`src/rtl/wsc_pkg.sv`:
```
// Shared types, constants and helpers for the wolf/sheep/cabbage move sequencer.
// State bits are ordered {t,w,s,c}; a bit value of 1 means "on the far bank".
package wsc_pkg;

    typedef enum logic [1:0] {
        MV_NONE  = 2'd0,
        MV_CAB   = 2'd1,
        MV_SHEEP = 2'd2,
        MV_WOLF  = 2'd3
    } move_e;

    typedef enum logic [1:0] {
        RESP_OK       = 2'd0,
        RESP_FAR      = 2'd1,
        RESP_UNSAFE   = 2'd2,
        RESP_MISMATCH = 2'd3
    } resp_e;

    typedef enum logic [2:0] {
        S_IDLE   = 3'd0,
        S_CHECK  = 3'd1,
        S_ISSUE  = 3'd2,
        S_VERIFY = 3'd3,
        S_DONE   = 3'd4,
        S_ERR    = 3'd5
    } fsm_e;

    typedef struct packed {
        logic t;
        logic w;
        logic s;
        logic c;
    } state_t;

    localparam logic [3:0] GOAL    = 4'b1111;
    localparam logic [2:0] ROM_LEN = 3'd7;

    // Entry 0 in the least significant pair: sheep, none, wolf, sheep, cab, none, sheep.
    localparam logic [13:0] SOLUTION_ROM = {2'd2, 2'd0, 2'd1, 2'd2, 2'd3, 2'd0, 2'd2};

    function automatic move_e rom_move(input logic [2:0] idx);
        if (idx < ROM_LEN) begin
            return move_e'(SOLUTION_ROM[{idx, 1'b0} +: 2]);
        end else begin
            return MV_NONE;
        end
    endfunction

    // A bank without the farmer must not hold wolf+sheep or sheep+cabbage.
    function automatic logic is_safe(input state_t st);
        return !(((st.w == st.s) && (st.t != st.s)) ||
                 ((st.s == st.c) && (st.t != st.s)));
    endfunction

endpackage

```
`src/rtl/wsc_legal_chk.sv`:
```
// Combinational legality check of one crossing against the shadow puzzle state.
// Produces the state after the crossing and the response code for the move.
module wsc_legal_chk
    import wsc_pkg::*;
(
    input  state_t shadow,
    input  move_e  move,
    output state_t next,
    output resp_e  code
);

    logic passenger_ok;

    // Toggle farmer and passenger, then grade passenger position before safety.
    always_comb begin
        next         = shadow;
        next.t       = ~shadow.t;
        passenger_ok = 1'b1;
        case (move)
            MV_NONE: begin
                passenger_ok = 1'b1;
            end
            MV_CAB: begin
                passenger_ok = (shadow.c == shadow.t);
                next.c       = ~shadow.c;
            end
            MV_SHEEP: begin
                passenger_ok = (shadow.s == shadow.t);
                next.s       = ~shadow.s;
            end
            MV_WOLF: begin
                passenger_ok = (shadow.w == shadow.t);
                next.w       = ~shadow.w;
            end
            default: begin
                passenger_ok = 1'b0;
            end
        endcase

        if (!passenger_ok) begin
            code = RESP_FAR;
        end else if (!is_safe(next)) begin
            code = RESP_UNSAFE;
        end else begin
            code = RESP_OK;
        end
    end

endmodule

```
`src/rtl/wsc_sequencer.sv`:
```
// Move sequencer and legality gate for the wolf/sheep/cabbage datapath.
// Accepts manual moves or replays the ROM solution; issues only safe moves and cross-checks the datapath.
module wsc_sequencer
    import wsc_pkg::*;
#(
    parameter int CNT_W = 4
) (
    input  logic             clk,
    input  logic             rst,
    input  logic             auto_start,
    input  logic             req_valid,
    input  logic [1:0]       req_move,
    output logic             req_ready,
    output logic             resp_valid,
    output logic [1:0]       resp_code,
    output logic             dp_step,
    output logic             dp_wolf,
    output logic             dp_sheep,
    output logic             dp_cab,
    input  logic [3:0]       dp_state,
    output logic [3:0]       shadow,
    output logic [CNT_W-1:0] moves,
    output logic             done,
    output logic             err
);

    fsm_e             state_r;
    fsm_e             state_nxt;
    logic             ready_r;
    logic             auto_r;
    logic [2:0]       rom_idx_r;
    move_e            move_r;
    state_t           shadow_r;
    logic [CNT_W-1:0] moves_r;
    logic             err_r;

    move_e            cur_move_s;
    state_t           chk_next_s;
    resp_e            chk_code_s;
    resp_e            resp_s;
    logic             accept_s;

    assign cur_move_s = auto_r ? rom_move(rom_idx_r) : move_r;

    wsc_legal_chk u_chk (
        .shadow (shadow_r),
        .move   (cur_move_s),
        .next   (chk_next_s),
        .code   (chk_code_s)
    );

    // FSM state register.
    always_ff @(posedge clk) begin
        if (rst) begin
            state_r <= S_IDLE;
        end else begin
            state_r <= state_nxt;
        end
    end

    // Next-state and strobe decode; auto_start gates req_ready combinationally so auto wins a tie.
    always_comb begin
        state_nxt  = state_r;
        req_ready  = ready_r & ~auto_r & ~auto_start;
        accept_s   = 1'b0;
        resp_valid = 1'b0;
        resp_s     = RESP_OK;
        dp_step    = 1'b0;
        dp_wolf    = 1'b0;
        dp_sheep   = 1'b0;
        dp_cab     = 1'b0;
        case (state_r)
            S_IDLE: begin
                if (auto_start) begin
                    state_nxt = S_CHECK;
                end else if (req_valid && req_ready) begin
                    accept_s  = 1'b1;
                    state_nxt = S_CHECK;
                end else begin
                    state_nxt = S_IDLE;
                end
            end
            S_CHECK: begin
                if (chk_code_s == RESP_OK) begin
                    state_nxt = S_ISSUE;
                end else begin
                    resp_valid = 1'b1;
                    resp_s     = chk_code_s;
                    state_nxt  = auto_r ? S_ERR : S_IDLE;
                end
            end
            S_ISSUE: begin
                dp_step   = 1'b1;
                dp_wolf   = (cur_move_s == MV_WOLF);
                dp_sheep  = (cur_move_s == MV_SHEEP);
                dp_cab    = (cur_move_s == MV_CAB);
                state_nxt = S_VERIFY;
            end
            S_VERIFY: begin
                resp_valid = 1'b1;
                if (dp_state == shadow_r) begin
                    resp_s = RESP_OK;
                    if (shadow_r == GOAL) begin
                        state_nxt = S_DONE;
                    end else if (auto_r) begin
                        state_nxt = S_CHECK;
                    end else begin
                        state_nxt = S_IDLE;
                    end
                end else begin
                    resp_s    = RESP_MISMATCH;
                    state_nxt = S_ERR;
                end
            end
            S_DONE: begin
                state_nxt = S_DONE;
            end
            S_ERR: begin
                state_nxt = S_ERR;
            end
            default: begin
                state_nxt = S_IDLE;
            end
        endcase
    end

    // Datapath bookkeeping: ready flag, move latch, ROM index, shadow state, counter, sticky error.
    always_ff @(posedge clk) begin
        if (rst) begin
            ready_r   <= 1'b0;
            auto_r    <= 1'b0;
            rom_idx_r <= 3'd0;
            move_r    <= MV_NONE;
            shadow_r  <= state_t'(4'b0000);
            moves_r   <= {CNT_W{1'b0}};
            err_r     <= 1'b0;
        end else begin
            ready_r <= (state_nxt == S_IDLE);
            if (state_nxt == S_ERR) begin
                err_r <= 1'b1;
            end
            if ((state_r == S_IDLE) && auto_start) begin
                auto_r    <= 1'b1;
                rom_idx_r <= 3'd0;
            end else if (accept_s) begin
                move_r <= move_e'(req_move);
            end
            if (state_r == S_ISSUE) begin
                shadow_r <= chk_next_s;
                if (moves_r != {CNT_W{1'b1}}) begin
                    moves_r <= moves_r + {{(CNT_W-1){1'b0}}, 1'b1};
                end
            end
            if ((state_r == S_VERIFY) && auto_r && (state_nxt == S_CHECK)) begin
                rom_idx_r <= rom_idx_r + 3'd1;
            end
        end
    end

    assign resp_code = resp_s;
    assign shadow    = shadow_r;
    assign moves     = moves_r;
    assign done      = (shadow_r == GOAL);
    assign err       = err_r;

endmodule

```
`config.mk`:
```
export PLATFORM = sky130hd
export DESIGN_NAME = wsc_sequencer
export DESIGN_NICKNAME = d
export VERILOG_FILES = /design/src/rtl/wsc_pkg.sv /design/src/rtl/wsc_legal_chk.sv /design/src/rtl/wsc_sequencer.sv
export SDC_FILE = /design/constraint.sdc
export NUM_CORES = 1
export LEC_CHECK = 0
export CORE_MARGIN = 2
export CORE_UTILIZATION = 49
export DETAILED_ROUTE_END_ITERATION = 10
export PLACE_DENSITY = 0.77
export SETUP_SLACK_MARGIN = 0.2
export SLEW_MARGIN = 20
export SYNTH_ARGS = -nofsm -noshare
export SYNTH_HDL_FRONTEND = slang
export SYNTH_SLANG_ARGS = --single-unit
```
`constraint.sdc`:
```
create_clock -name clk -period 2.8 [get_ports clk]
set_clock_uncertainty 0.05 [all_clocks]
set_input_delay 0.28 -clock clk [delete_from_list [all_inputs] [get_ports clk]]
set_output_delay 0.28 -clock clk [all_outputs]
set_load 0.02 [all_outputs]
```
==> results by group <==
Setup path
  • Worst Reg-to-Reg Cells: 14
  • Worst setup path start: rom_idx_r[0]
  • Crit path launch type: register
  • Reg-to-reg critical path startpoint: rom_idx_r[0]
  • Worst path required time: 2.47 ns
  • Worst-path fanout max: 4
  • Worst-path cell chain: buf_6 -> ha_4 -> o21ai_2 -> o21a_2 -> nor2_4 -> nor2_2 -> ha_2 -> nor2_2 -> o21ba_4 -> a32oi_2 -> buf_4 -> nor3_1 -> a21o_1 -> buf_6
  • Crit-path slowest cell: dfxtp_2
  • CP peak stage delay: roughly 0.36 ns
  • WP data arrival: roughly 2.5 ns
  • Crit Path Category: register to primary output
  • CP Capture Type: primary output

Worst hold path
  • Min-delay src: err
  • Hold crit path type: register to register
  • Worst Hold Depth: 2

Synth
  • Syn Nets: between 150 and 200
  • YS warnings: 0
  • Syn Std Cell Area: approximately 1200 sq um
  • Cell taking the most area after synthesis: dfxtp_1
  • Ys async rst share: 0
  • FF+latch count, synth: 19
  • Post-synth EDFFs: 0
  • Synth unique cells: 43
  • Ys flop type: dfxtp_1
  • Synth cell count leaders: dfxtp_1, nor2_1, a21oi_1, nand2_1
  • Syn Inst Count: 141
  • Seq/Total Area, Yosys: 0.315
  • Post-synth top area share: 0.315
  • Mean Syn Cell Area: between 8 and 9 sq um
  • Top area cells in the synthesized netlist: dfxtp_1, ha_1, nor2_1

Timing
  • FMAX: 0.349 GHz
  • Final Max Slew Viols: 0
  • Worst Max-Slew Pin Slew: 0.475 ns
  • Fin crit share: 1.02
  • Worst slew margin: 0.681
  • Setup tns final: -0.0689 ns
  • Final min period: around 2.9 ns
  • Final setup fails: 2
  • Setup WS post-layout: -0.0673 ns
  • Hold slack: approximately 0.47 ns
  • Unrepaired setup endpoints after global routing: yes
  • Final Hold Violating Endpoints: 0

Placed design
  • Inst Count DP: around 210
  • Post-DP HPWL: ~2300 um
  • Port Buffer Count: 27
  • Final GP Congestion: 0.790

Pwr
  • P_leak: 0.000775 uW
  • Cell Pwr Density: 411 nW/um^2
  • Peak VDD IR: around 0.00032 V
  • Overall Power: ~770 uW

Floorplan
  • Num ports: 28
  • Die X-Extent: around 54 um
  • Rows: 17
  • Starting Density: 0.531
  • Core Area: 2280 sq um
  • Die area: approximately 2900 sq um
  • Die height: about 54 um

Clocking
  • Clock buffer depth: 2
  • Worst-path clk slew: 0.11 ns
  • CTS tree: done
  • # hold bufs at CTS: 0
  • H-tree Lvls: 1
  • Root buf cell: clkbuf_4
  • Number of CTS-inserted buffers: 3
  • Clock Latency Late Sink: approximately 0.32 ns
  • Clock Sinks: 19

Global route
  • Largest net degree at the start of global routing: 19
  • Grt total ovfl: 0
  • Total Routing Usage GR: 0.245
  • First-pass GRT wire length: about 5000 um
  • Vias in the first global route: roughly 1200
  • Antenna violations before repair: 0

Cells and area
  • Fill count: 138
  • Fraction of layout cells with a size suffix above 1: 0.359
  • Post-Layout Cell Count: 220
  • Ant diodes: 0
  • Nets: 210
  • P&R area growth vs syn: 54.3%

Run status
  • Failing checks: negative setup slack
  • Status: complete, but fails checks

Detailed routing
  • Vias: around 1200
  • Detailed Routing Iterations Pass 1: 4
  • Final WL: 3430 um
  • Vias/cell: 5.55
  • Post-route ant nets: 0
  • Initial DRC Count: 37
  • Routed WL per cell: roughly 16 um
  • Residual DRC: 0

Flow run
  • Maxcap violations: 0
-- kinds of logic (layout without fill, tap and decap cells) --
kind of cell / count (synthesis) / in the layout / share of synthesized area
xor+xnor: 8 / 8 / 0.0580
compound gates: 28 / 28 / 0.188
flops: 19 / 19 / 0.315
simple gates: 59 / 59 / 0.260
buf+inv: 14 / 65 / 0.0569
fa+ha+maj: 7 / 7 / 0.0725
mux: 6 / 6 / 0.0497
-- cell type report --
| class | count | area (sq um) | area share |
|---|---|---|---|
| multi-input combinational | 108 | 887 | 0.476 |
| timing repair buffer | 55 | 508 | 0.272 |
| sequential | 19 | 387 | 0.207 |
| tap | 28 | 35.0 | 0.0188 |
| clock buffer | 4 | 26.3 | 0.0141 |
| inverter | 6 | 22.5 | 0.0121 |
-- placed cells by master, fill, tap and decap left out, types with 2 or more instances in the layout --
cell and instances:
a21o_1 2, a21oi_1 11, and3_1 2, and3b_1 2, buf_4 21, buf_6 10, clkbuf_4 3, clkdlybuf4s50_1 21
dfxtp_1 16, dfxtp_2 2, dlygate4sd2_1 2, ha_1 3, ha_2 2, ha_4 2, inv_2 5, mux2i_1 5
nand2_1 6, nand2_2 2, nand2b_1 5, nand3b_1 2, nand4_1 2, nor2_1 14, nor2_2 4, nor3_1 5
o21ai_1 2, o41a_1 2, xnor2_1 3, xor2_1 5
-- where the power goes --
part | leakage, uW | internal (uW) | switching, uW | total, uW
registers | 0.000156 | 290 | 28.0 | 318
logic | 0.000604 | 154 | 142 | 296
clock network | 0.0000150 | 55.9 | 96.3 | 152
-- registers in the layout (all words and copies together) (netlist names) --
signal and flops:
err 1, ready_r 1, auto_r 1, moves 4, rom_idx_r 3, state_r 3
shadow 4, move_r 2
-- routing by layer --
layer | global-route usage | routed length (um) | vias up
met1 | 0.299 | 1500 | 586
li1 | - | - | 606
met5 | 0 | 0 | -
met2 | 0.427 | 1790 | 24
met3 | 0.0500 | 99 | 5
met4 | 0.0769 | 38 | 0
-- stage by stage --
step / utilization / setup slack (ns) / area (sq um)
floorplan: - / 0.205 / 1210
global route: 0.820 / -0.176 / 1870
global placement: 0.715 / -0.177 / 1630
detailed placement: 0.715 / -0.278 / 1630
finish: 0.820 / -0.0673 / 1870
CTS: 0.784 / -0.0366 / 1790
-- what timing repair did --
action | in CTS | in global routing
cloned | 0 | 0
gates resized for setup | 44 | 21
pin swaps | 12 | 15
endpoints found under the setup margin | 11 | 10
setup buffers | 5 | 2
-- path summary, 6_finish.rpt --
path                        to  slack [ns]
setup / recovery  resp_code[1]       -0.07
hold / removal             err        0.47
setup reg to reg       ready_r        0.22
hold reg to reg            err        0.47
-- worst max-delay path: cells and delay by family, from the launching register on --
kind | cells | cell delay, ns
compound gates | 5 | 0.88
simple gates | 4 | 0.23
fa+ha+maj | 2 | 0.33
buf+inv | 3 | 0.42
flops | 1 | 0.36
Power figures use the tool's default switching activity.
